`config.mk`:
```
export PLATFORM = sky130hd
export DESIGN_NAME = mul_sequencer
export DESIGN_NICKNAME = d
export VERILOG_FILES = /design/src/rtl/mul_sequencer.sv
export SDC_FILE = /design/constraint.sdc
export NUM_CORES = 1
export LEC_CHECK = 0
export ABC_CLOCK_PERIOD_IN_PS = 4000
export CELL_PAD_IN_SITES_DETAIL_PLACEMENT = 1
export CELL_PAD_IN_SITES_GLOBAL_PLACEMENT = 1
export CORE_MARGIN = 8
export CORE_UTILIZATION = 47
export DETAILED_ROUTE_END_ITERATION = 8
export PLACE_DENSITY = 0.85
export SLEW_MARGIN = 20
export SYNTH_ARGS = -nofsm -noshare
export SYNTH_HDL_FRONTEND = slang
export SYNTH_SLANG_ARGS = --single-unit
```
`constraint.sdc`:
```
create_clock -name clk -period 4 [get_ports clk]
set_input_delay 0.4 -clock clk [delete_from_list [all_inputs] [get_ports clk]]
set_output_delay 0.4 -clock clk [all_outputs]
set_load 0.02 [all_outputs]
```
`src/rtl/mul_sequencer.sv`:
```
// Operand FIFO and handshake sequencer for the repeated-addition multiplier.
// Drives start/data in the multiplier's expected cycle order and returns results over valid/ready.
module mul_sequencer #(
  parameter int unsigned WIDTH   = 16,
  parameter int unsigned DEPTH   = 4,
  parameter int unsigned TIMEOUT = 2**WIDTH + 4
) (
  input  logic                   clk,
  input  logic                   rst,
  input  logic                   in_valid,
  output logic                   in_ready,
  input  logic [WIDTH-1:0]       in_a,
  input  logic [WIDTH-1:0]       in_b,
  output logic                   mul_start,
  output logic [WIDTH-1:0]       mul_data_in,
  output logic                   mul_rst,
  input  logic                   mul_done,
  input  logic [WIDTH-1:0]       mul_product,
  output logic                   out_valid,
  input  logic                   out_ready,
  output logic [WIDTH-1:0]       out_product,
  output logic                   out_err,
  output logic [$clog2(DEPTH):0] fifo_count
);

  localparam int unsigned AW = $clog2(DEPTH);
  localparam int unsigned CW = AW + 1;
  localparam int unsigned TW = WIDTH + 2;
  localparam logic [TW-1:0] TMO_LAST = TW'(TIMEOUT - 1);
  localparam logic [CW-1:0] FULL_CNT = CW'(DEPTH);

  typedef enum logic [2:0] {
    S_IDLE,
    S_START,
    S_LOAD_A,
    S_LOAD_B,
    S_WAIT,
    S_CLR,
    S_OUT
  } state_t;

  state_t state, state_nx;

  logic [WIDTH-1:0] mem_a [DEPTH];
  logic [WIDTH-1:0] mem_b [DEPTH];
  logic [AW-1:0]    wr_ptr, rd_ptr;
  logic [CW-1:0]    count;
  logic             push, pop;
  logic             fifo_empty, head_zero, timed_out;
  logic [WIDTH-1:0] head_a, head_b;
  logic [TW-1:0]    timer;
  logic [WIDTH-1:0] res_q;
  logic             err_q;
  logic             mul_rst_q;

  assign in_ready    = (count < FULL_CNT);
  assign push        = in_valid && in_ready;
  assign fifo_empty  = (count == '0);
  assign fifo_count  = count;
  assign head_a      = mem_a[rd_ptr];
  assign head_b      = mem_b[rd_ptr];
  assign head_zero   = (head_a == '0) || (head_b == '0);
  assign timed_out   = (timer == TMO_LAST);
  assign out_product = res_q;
  assign out_err     = err_q;
  assign mul_rst     = mul_rst_q;

  always_ff @(posedge clk) begin
    if (push) begin
      mem_a[wr_ptr] <= in_a;
      mem_b[wr_ptr] <= in_b;
    end
  end

  always_ff @(posedge clk or posedge rst) begin
    if (rst) begin
      wr_ptr <= '0;
      rd_ptr <= '0;
      count  <= '0;
    end else begin
      if (push) wr_ptr <= wr_ptr + AW'(1);
      if (pop)  rd_ptr <= rd_ptr + AW'(1);
      case ({push, pop})
        2'b10:   count <= count + CW'(1);
        2'b01:   count <= count - CW'(1);
        default: ;
      endcase
    end
  end

  always_ff @(posedge clk or posedge rst) begin
    if (rst) state <= S_IDLE;
    else     state <= state_nx;
  end

  always_comb begin
    state_nx = state;
    pop      = 1'b0;
    case (state)
      S_IDLE: begin
        if (!fifo_empty) begin
          // Zero operands never reach the multiplier: b==0 would hang its control path.
          if (head_zero) begin
            pop      = 1'b1;
            state_nx = S_OUT;
          end else begin
            state_nx = S_START;
          end
        end
      end
      S_START:  state_nx = S_LOAD_A;
      S_LOAD_A: state_nx = S_LOAD_B;
      S_LOAD_B: state_nx = S_WAIT;
      S_WAIT: begin
        if (mul_done || timed_out) begin
          pop      = 1'b1;
          state_nx = S_CLR;
        end
      end
      S_CLR: state_nx = S_OUT;
      S_OUT: if (out_ready) state_nx = S_IDLE;
      default: state_nx = S_IDLE;
    endcase
  end

  always_comb begin
    mul_start   = 1'b0;
    mul_data_in = '0;
    out_valid   = 1'b0;
    case (state)
      S_START: begin
        mul_start   = 1'b1;
        mul_data_in = head_a;
      end
      S_LOAD_A:       mul_data_in = head_a;
      S_LOAD_B,
      S_WAIT:         mul_data_in = head_b;
      S_OUT:          out_valid   = 1'b1;
      default: ;
    endcase
  end

  always_ff @(posedge clk or posedge rst) begin
    if (rst) begin
      timer <= '0;
    end else if (state == S_LOAD_B) begin
      timer <= '0;
    end else if (state == S_WAIT && timer != '1) begin
      timer <= timer + TW'(1);
    end
  end

  always_ff @(posedge clk or posedge rst) begin
    if (rst) begin
      res_q <= '0;
      err_q <= 1'b0;
    end else if (state == S_IDLE && pop) begin
      res_q <= '0;
      err_q <= 1'b0;
    end else if (state == S_WAIT && mul_done) begin
      res_q <= mul_product;
      err_q <= 1'b0;
    end else if (state == S_WAIT && timed_out) begin
      res_q <= '0;
      err_q <= 1'b1;
    end
  end

  // Held high through reset and asserted for the single CLR cycle.
  always_ff @(posedge clk or posedge rst) begin
    if (rst) mul_rst_q <= 1'b1;
    else     mul_rst_q <= (state_nx == S_CLR);
  end

endmodule

```
==> flow_metrics.py <==
metrics = {
    "outcome": {
        "outcome": "finished, final reports clean",
    },
    "power_and_ir_drop": {
        "seq_power_share_pct": 37.3,
        "p_leak_uw": 0.00316,
        "power_frac_comb_pct": 36.5,
        "internal_power_uw": 4380,
        "switchingPower_uw": 2210,
        "power_uw": 6580,
        "ir_drop_uv": 508,
        "switching_share_pct": 33.5,
        "powerDensity_mw_per_mm2": 748,
        "p_clk_share_pct": 26.2,
    },
    "setup_path": {
        "crit_top_cell": "inv_1",
        "r2r_cells": 13,
        "required_ns": 4.35,
        "crit_chain": "buf_12 -> mux4_1 -> nor4_1 -> nand4_1 -> a21oi_2 -> nor2_2 -> inv_1 -> ha_1 -> inv_1 -> fa_1 -> xor2_1 -> nor2_1 -> xnor2_1",
        "path_max_fanout": 34,
        "worstReg2RegStart": "rd_ptr[0]",
        "cpPeakStageDelay_ns": 0.66,
        "cp_num_buf_inv": 3,
        "critPathKind": "reg2reg",
        "endpoint_kind": "flip-flop",
        "cp_slowest_cell": "mux4_1",
        "cp_data_arrival_time_ns": 4.06,
        "crit_path_start_kind": "flip-flop",
        "r2r_end": "fifo_count[2]",
        "cp_top_family": "simple AND/OR/NAND/NOR gates",
        "reg2reg_slack_ns": 0.29,
    },
    "synth": {
        "ys_ff_latch": 174,
        "synth_area_leaders": "edfxtp_1 54%, dfrtp_1 16%, mux4_2 8.0%, a22o_1 4.0%, mux4_1 2.6%",
        "synth_cell_types": 41,
        "yosysWarnings": 0,
        "yosys.area.top_type_share_pct": 54.4,
        "synthCells": 405,
        "synth_top_cell_by_area": "edfxtp_1",
        "synth_fp_nets": 465,
        "synth-seq-area-share_pct": 70.7,
        "netlist_area_mm2": 0.00706,
        "syn_avg_cell_area_um2": 17.4,
    },
    "sta": {
        "hold_viol": 0,
        "timing.slew.headroom_pct": 35.4,
        "worst_pin_slew_ns": 0.959,
        "clock-skew-final_ns": 0.00876,
        "period_share_pct": 92.8,
        "rsz0062_at_grt": "false",
        "maxSlewViolCount": 0,
        "post-route-min-period_ns": 3.71,
        "setup_tns_ns": 0,
        "fmax_ghz": 0.269,
        "setup_viol": 0,
    },
    "placed_design": {
        "io_buffers": 92,
        "hpwlAfterDp_um": 11500,
        "gp_congestion": 0.777,
    },
    "routing": {
        "drt-initial-drc-count": 266,
        "drc": 0,
        "drt_wl_total_um": 17500,
        "vias": 4072,
        "ant_nets": 0,
        "viasPerCell": 5.75,
        "routedWlPerCell_um": 24.7,
        "first_pass_iters": 4,
    },
    "layout": {
        "drive_gt1_share_pct": 13.5,
        "nets": 567,
        "n_antenna_cell": 0,
        "areaGrowthSynthToFinish_pct": 24.6,
    },
    "die": {
        "pin_count": 93,
        "core_area_mm2": 0.0149,
        "initial_core_util_pct": 47.3,
        "rows": 45,
        "dieWidth_um": 139,
        "dieArea_mm2": 0.0192,
        "die_y_um": 139,
    },
    "global_routing": {
        "antenna_found_initial": 0,
        "overflow": 0,
        "grt_pass1_wl_um": 27400,
        "grt_max_degree": 47,
        "grt_pass1_vias": 4603,
        "grt_util_all_layers_pct": 18.6,
    },
    "clocking": {
        "cts_buffer_depth": 2,
        "cts_setup_buffers": 0,
        "clk_latency_ns": 0.43,
        "numCtsBuffers": 17,
        "cts-root-buf": "clkbuf_16",
        "h-tree-depth": 4,
        "cts_sinks": 174,
        "cts_hold_buf": 0,
        "path_clk_slew_ns": 0.07,
        "post_cts_resized": 0,
        "cts_tree": "built",
    },
    "flow_run": {
        "drv_cap": 0,
    },
    "worst_hold_path": {
        "holdCritPathClass": "in2async",
    },
}
synthesized netlist by cell type:
library cell and number:
buf_6 3, nand3_1 8, and3_1 4, inv_1 12, clkbuf_1 5, mux2i_1 1, o41ai_2 1, a21oi_1 5
dfstp_2 1, nor3b_1 1, or2_2 2, nor4_1 11, or3_1 2, buf_1 2, nand4_1 8, o21ai_0 6
a21oi_2 1, nor2_1 25, nand2b_1 3, o311ai_0 1, edfxtp_1 128, nor4b_1 2, dlygate4sd1_1 1, nor2_2 1
a211oi_1 3, xnor2_1 14, nor2b_1 1, ha_1 6, and2_1 5, o41a_1 1, xor2_1 8, nor3_1 4
mux4_2 25, fa_1 1, buf_4 2, mux4_1 7, nand2_1 12, buf_8 1, a22o_1 32, dfrtp_1 45
buf_2 4
routing by layer:
layer	GRT usage (%)	vias to the layer above	share of wire, %
li1	-	1804	-
met1	22.4	2122	42
met2	31.7	130	52
met3	5.79	16	5.7
met4	5.15	0	1.2
met5	0	-	0
flip-flops by register name, summed over array words and instances, names as in the netlist:
register and cells:
state 3, mem_b 64, out_err 1, mem_a 64, out_product 16, fifo_count 3
timer 18, wr_ptr 2, rd_ptr 2, mul_rst 1
logic make-up after synthesis:
kind of cell	after synthesis	synth area share, %
fa+ha+maj	7	1.35
mux	33	10.7
xor+xnor	22	2.73
compound gates	50	5.70
buf+inv	30	2.32
flops	174	70.7
simple gates	89	6.45
per-stage QoR:
| step | setup WS, ns | util [%] | hold slack [ns] | instances | area, um^2 |
|---|---|---|---|---|---|
| after global routing | 0.0231 | 59.0 | 0.493 | 708 | 8800 |
| final | 0.286 | 59.0 | 0.447 | 708 | 8800 |
| after detailed placement | 0.283 | 54.9 | 0.489 | 676 | 8190 |
| after global placement | 0.530 | 54.9 | 0.487 | 676 | 8190 |
| after floorplan | 0.896 | - | 0.499 | 405 | 7060 |
| after CTS | 0.231 | 59.0 | 0.457 | 708 | 8800 |
cell type report:
cell class                      count  area [um^2]
Fill cell                        1339         6120
Inverter                           12         45.0
Tap cell                          188          235
Sequential cell                   174         5000
Clock inverter                     14          180
Timing Repair Buffer              101         1010
Clock buffer                       18          429
Multi-Input combinational cell    201         1900
worst min-delay path, cell delays in order:
cell             delay (ns)
clkdlybuf4s50_1        0.41
clkinv_1               0.05
buf_4                  0.49
how the worst max path moves through the flow:
stage          startpoint       endpoint  depth (start not counted)
2_1_floorplan   rd_ptr[0]  fifo_count[2]                         15
3_3_place_gp    rd_ptr[0]  fifo_count[2]                         13
5_1_grt         rd_ptr[0]  fifo_count[2]                         13
6_report        rd_ptr[0]  fifo_count[2]                         13
4_1_cts         rd_ptr[0]  fifo_count[2]                         13
3_5_place_dp    rd_ptr[0]  fifo_count[2]                         13
cells in the final DEF (no fill, tap or decap), types with 2 or more instances in the layout:
master,Yosys,routed
a211oi_1,3,3
a21oi_1,5,5
a22o_1,32,32
and2_1,5,5
and3_1,4,4
buf_12,0,2
buf_4,2,7
bufinv_16,0,3
clkbuf_16,0,17
clkdlybuf4s50_1,0,92
clkinv_1,0,3
clkinv_4,0,2
dfrtp_1,45,44
edfxtp_1,128,128
ha_1,6,6
inv_1,12,11
inv_6,0,4
inv_8,0,2
mux4_1,7,7
mux4_2,25,25
nand2_1,12,12
nand2b_1,3,3
nand3_1,8,8
nand4_1,8,8
nor2_1,25,25
nor3_1,4,4
nor4_1,11,11
nor4b_1,2,2
o21ai_0,6,6
or2_2,2,2
or3_1,2,2
xnor2_1,14,14
xor2_1,8,8
power by group through the flow:
stage	Combinational, uW	Clock [uW]	Sequential (uW)
final	2400	1720	2460
after floorplan	1340	0	2540
after CTS	2450	1750	2460
after global placement	2330	0	2460
after global routing	2570	1810	2480
after detailed placement	2410	0	2490
Power figures use the tool's default switching activity.
